<file path="config.mk">
export PLATFORM = sky130hd
export DESIGN_NAME = ifdef_stack_tracker
export DESIGN_NICKNAME = d
export VERILOG_FILES = /design/src/rtl/ifdef_stack_tracker.sv
export SDC_FILE = /design/constraint.sdc
export NUM_CORES = 1
export LEC_CHECK = 0
export ABC_AREA = 1
export CORE_MARGIN = 3
export CORE_UTILIZATION = 50
export DETAILED_ROUTE_END_ITERATION = 10
export GPL_ROUTABILITY_DRIVEN = 0
export HOLD_SLACK_MARGIN = 0.03
export PLACE_DENSITY = 0.74
export SKIP_CTS_REPAIR_TIMING = 1
export SLEW_MARGIN = 0
export SYNTH_ARGS = -nofsm -noshare
export SYNTH_HDL_FRONTEND = slang
export SYNTH_SLANG_ARGS = --single-unit
</file>
<file path="constraint.sdc">
create_clock -name clk -period 2.1 [get_ports clk]
set_input_delay 0.42 -clock clk [delete_from_list [all_inputs] [get_ports clk]]
set_output_delay 0.42 -clock clk [all_outputs]
set_load 0.02 [all_outputs]
</file>
<file path="src/rtl/ifdef_stack_tracker.sv">
// rtl/ifdef_stack_tracker.sv - nesting tracker for `ifdef/`ifndef/`else/`endif token streams
// Holds per-level {cond, parent-active, else-seen} and flags structural errors into a sticky ERR state.
module ifdef_stack_tracker #(
    parameter int MAX_DEPTH = 8,
    parameter int DEPTH_W   = 4
) (
    input  logic               clk,
    input  logic               reset_n,
    input  logic               tok_valid,
    output logic               tok_ready,
    input  logic [1:0]         tok_op,
    input  logic               tok_defined,
    input  logic               eof,
    output logic               active,
    output logic [DEPTH_W-1:0] depth,
    output logic [2:0]         code,
    output logic               err,
    output logic [2:0]         err_code
);
    localparam int IDX_W = (MAX_DEPTH > 1) ? $clog2(MAX_DEPTH) : 1;
    localparam logic [DEPTH_W-1:0] MAX_D = DEPTH_W'(MAX_DEPTH);

    typedef enum logic {RUN = 1'b0, ERR = 1'b1} state_t;

    state_t               state, state_nxt;
    logic [MAX_DEPTH-1:0] cond_q, par_q, else_q;
    logic [MAX_DEPTH-1:0] cond_d, par_d, else_d;
    logic [DEPTH_W-1:0]   depth_q, depth_d, depth_m1;
    logic                 err_q, err_d;
    logic [2:0]           ec_q, ec_d, tok_ec;
    logic [IDX_W-1:0]     push_idx, top_idx;
    logic                 accept;

    assign depth_m1 = depth_q - DEPTH_W'(1);
    assign push_idx = depth_q[IDX_W-1:0];
    assign top_idx  = depth_m1[IDX_W-1:0];

    always_ff @(posedge clk) begin
        if (!reset_n) state <= RUN;
        else          state <= state_nxt;
    end

    always_ff @(posedge clk) begin
        if (!reset_n) begin
            cond_q  <= '0;
            par_q   <= '0;
            else_q  <= '0;
            depth_q <= '0;
            err_q   <= 1'b0;
            ec_q    <= 3'b000;
        end else begin
            cond_q  <= cond_d;
            par_q   <= par_d;
            else_q  <= else_d;
            depth_q <= depth_d;
            err_q   <= err_d;
            ec_q    <= ec_d;
        end
    end

    // Stack update; an erroring token leaves the stack untouched.
    always_comb begin
        cond_d  = cond_q;
        par_d   = par_q;
        else_d  = else_q;
        depth_d = depth_q;
        tok_ec  = 3'b000;
        accept  = tok_valid && (state == RUN);
        if (accept) begin
            case (tok_op)
                2'b00, 2'b01: begin
                    if (depth_q == MAX_D) begin
                        tok_ec = 3'b001;
                    end else begin
                        cond_d[push_idx] = tok_op[0] ^ tok_defined;
                        par_d[push_idx]  = active;
                        else_d[push_idx] = 1'b0;
                        depth_d          = depth_q + DEPTH_W'(1);
                    end
                end
                2'b10: begin
                    if (depth_q == '0) begin
                        tok_ec = 3'b010;
                    end else if (else_q[top_idx]) begin
                        tok_ec = 3'b011;
                    end else begin
                        cond_d[top_idx] = ~cond_q[top_idx];
                        else_d[top_idx] = 1'b1;
                    end
                end
                default: begin
                    if (depth_q == '0) tok_ec = 3'b010;
                    else               depth_d = depth_m1;
                end
            endcase
        end
    end

    // eof is judged against the depth after this cycle's token.
    always_comb begin
        state_nxt = state;
        err_d     = err_q;
        ec_d      = ec_q;
        if (state == RUN) begin
            if (tok_ec != 3'b000) begin
                state_nxt = ERR;
                err_d     = 1'b1;
                ec_d      = tok_ec;
            end else if (eof && (depth_d != '0)) begin
                state_nxt = ERR;
                err_d     = 1'b1;
                ec_d      = 3'b100;
            end
        end
    end

    always_comb begin
        tok_ready = (state == RUN);
        depth     = depth_q;
        err       = err_q;
        err_code  = ec_q;
        active    = (depth_q == '0) ? 1'b1 : (par_q[top_idx] & cond_q[top_idx]);
        code[2]   = (depth_q > DEPTH_W'(0)) ? cond_q[0] : 1'b0;
        code[1]   = (depth_q > DEPTH_W'(1)) ? cond_q[1] : 1'b0;
        code[0]   = (depth_q > DEPTH_W'(2)) ? cond_q[2] : 1'b0;
    end
endmodule
</file>
==> flow_metrics.env <==
export IMPL_status="finished, violations left"
export IMPL_violations="negative setup slack"
export IMPL_yosysMostFrequentCell="nand2_1"
export IMPL_crit_arrival_ns=1.81
export IMPL_pwr_density_cell_mw_per_mm2=644
export IMPL_vias_per_cell=5.28
export IMPL_worst_path_buf_inv=3
export IMPL_grt_ovfl_total=0
export IMPL_grt_max_degree=25
export IMPL_cp_max_fo=6
export IMPL_avgRoutedWirePerCell_um=13.6
export IMPL_layout_drive_gt1_share_pct=25.3
export IMPL_syn_avg_cell_area_um2=6.15
export IMPL_cts_buffers=5
export IMPL_fin_crit_sh_pct=106
export IMPL_io_buffers=19
export IMPL_final_area_mm2=0.00289
export IMPL_grtUsageTotal_pct=24.8
export IMPL_antenna_found_initial=0
export IMPL_synth_fp_nets=355
export IMPL_fin_skew_ns=0.00665
export IMPL_r2r_slack_ns=0.09
export IMPL_path_clk_slew_ns=0.07
export IMPL_cts_sinks=33
export IMPL_ys_top_cells_by_area="dfxtp_1, nand2_1, inv_1"
export IMPL_crit_required_ns=1.68
export IMPL_tightest_slew_ns=0.500
export IMPL_placed_cells=448
export IMPL_rsz0062_at_grt="true"
export IMPL_totalWireLength_um=6200
export IMPL_p_leak_nw=1.30
export IMPL_htreeDepth=2
export IMPL_vias=2412
export IMPL_synth_ff_type="dfxtp_1"
export IMPL_fmax_ghz=0.448
export IMPL_layout_setup_ws_ns=-0.130
export IMPL_cpLargestDelayFamily="simple AND/OR/NAND/NOR gates"
export IMPL_cpMaxStageDelayCell="dfxtp_4"
export IMPL_hp_class="reg -> reg"
export IMPL_finalNetCount=416
export IMPL_crit_path_end_kind="primary output"
export IMPL_grt_pass1_vias=2172
export IMPL_root_buffer="clkbuf_8"
export IMPL_drc_errors=0
export IMPL_diodes=0
export IMPL_critical_path_class="reg -> out"
export IMPL_fin_cells=457
export IMPL_drv_slew=0
export IMPL_vdd_drop_max_uv=661
export IMPL_cts_tree="yes"
export IMPL_final_setup_viol_count=1
export IMPL_yosysSeqAreaShare_pct=31.1
export IMPL_synth_edff_count=0
export IMPL_die_height_um=71.1
export IMPL_start_kind="flop"
export IMPL_die_w_um=71.1
export IMPL_antenna_left=0
export IMPL_core_mm2=0.00406
export IMPL_fin_crit_ns=2.23
export IMPL_syn_inst=345
export IMPL_slowest_delay_ns=0.37
export IMPL_post_place_ws_ns=-0.208
export IMPL_rows=23
export IMPL_ios=20
export IMPL_dr_pass1_iters=5
export IMPL_relSlewSlack_pct=66.6
export IMPL_synth_common_cells="nand2_1, inv_1, nor2_1"
export IMPL_detailedPlacementHpwl_um=4590
export IMPL_maxCapViolations=0
export IMPL_start_util_pct=52.3
export IMPL_synth_area_mm2=0.00212
export IMPL_cts_buffer_depth=2
export IMPL_crit_chain="inv_4 > ha_4 > inv_1 > nand2_1 > nand2_4 > nor2_2 > a22oi_1 > nand2_2 > nand2_2 > nand2_4 > buf_4"
export IMPL_placed_area_mm2=0.00268
export IMPL_dr_first_iter_drc_count=257
export IMPL_nFillCells=343
export IMPL_synth_cell_types=30
export IMPL_multi_input_area_mm2=0.00128
export IMPL_die_area_mm2=0.00506
export IMPL_hold_viol=0
export IMPL_clock_latency_ns=0.29
export IMPL_ys_ff_latch=33
export IMPL_grt_pass1_wl_um=10000
export IMPL_synthToLayoutAreaGrowth_pct=36.0
export IMPL_synth_top_area_share_pct=31.1
export IMPL_yosys_warnings=0
export IMPL_synth_async_sr_flop_share_pct=0
export IMPL_seqCellArea_um2=666
export IMPL_yosysTopAreaCell="dfxtp_1"
==> layout by cell type (no fill, tap or decap), types with 5 or more instances in the layout <==
cell | Yosys | routed
a21oi_1 | 34 | 31
a21oi_2 | 2 | 5
buf_4 | 0 | 44
clkbuf_8 | 0 | 5
clkdlybuf4s50_1 | 0 | 15
dfxtp_1 | 33 | 31
inv_1 | 54 | 53
inv_2 | 5 | 6
nand2_1 | 83 | 78
nand2_2 | 10 | 11
nand3_1 | 7 | 6
nand4_1 | 5 | 5
nor2_1 | 44 | 34
nor2_4 | 2 | 8
nor3_1 | 6 | 6
o21ai_0 | 17 | 17
o21ai_1 | 9 | 9
o22ai_1 | 6 | 6
==> cell families (layout without fill, tap and decap cells) <==
| kind of cell | Yosys count | after routing | synth area share (%) |
|---|---|---|---|
| and+or+nand+nor | 160 | 160 | 32.4 |
| AOI/OAI and AO/OA | 76 | 76 | 19.8 |
| buffers and inverters | 72 | 134 | 14.4 |
| DFF | 33 | 33 | 31.1 |
| adders and majority gates | 3 | 3 | 1.77 |
| xor gates and xnor gates | 1 | 1 | 0.413 |
==> worst paths after layout <==
kind | from | endpoint | cells after the start
hold / removal | err_code[2]$_SDFFE_PN0P_ | err_code[2]$_SDFFE_PN0P_ | 2
hold reg to reg | err_code[2]$_SDFFE_PN0P_ | err_code[2]$_SDFFE_PN0P_ | 2
setup / recovery | depth[0]$_SDFF_PN0_ | active | 11
setup reg to reg | depth[0]$_SDFF_PN0_ | cond_q[3]$_SDFFE_PN0P_ | 14
==> registers in the layout, indices dropped and copies added (netlist names) <==
name      flops
cond_q        8
else_q        8
par_q         8
depth         4
err_code      3
err           1
state         1
==> stage by stage <==
stage	hold slack (ns)	power (mW)	util (%)	TNS, ns
after floorplan	0.425	1.07	-	0
after global placement	0.436	1.34	66.1	-0.492
after detailed placement	0.443	1.35	66.1	-0.712
after CTS	0.453	1.83	68.2	-0.976
after global routing	0.480	1.96	71.1	-0.591
final	0.452	1.86	71.1	-0.130
==> worst reg2reg max path, stage by stage, from the launching register on <==
cell,delay (ns)
dfxtp_4,0.37
inv_4,0.04
ha_4,0.29
clkinv_4,0.08
buf_6,0.12
nand2_2,0.05
nand2_2,0.05
nand2_2,0.08
nand2_4,0.07
nand2_4,0.09
nand3_4,0.21
nor2_4,0.21
a21oi_2,0.06
o21ai_1,0.14
a21oi_1,0.06
==> final cells by class <==
type,instances,share of cell area [%]
clock buffers,5,2.39
clock inverters,3,0.607
inverters,62,8.41
multi-input cells,240,44.3
flip-flops and latches,33,23.1
well taps,50,2.17
repair buffers,64,19.0
==> power by group <==
part           internal [mW]  switching (mW)  total [mW]  leakage (nW)
Sequential             0.659          0.0184       0.677         0.269
Clock                  0.229           0.249       0.478        0.0439
Combinational          0.291           0.412       0.702         0.990
Total                   1.18           0.679        1.86          1.30
==> metal layers <==
metal | track usage (%) | vias up | wire (µm)
met3 | 4.83 | 8 | 442
met5 | 0 | - | 0
li1 | - | 1222 | -
met1 | 35.0 | 1080 | 2730
met2 | 38.6 | 102 | 2950
met4 | 6.68 | 0 | 82
(Power assumes the default switching activity.)
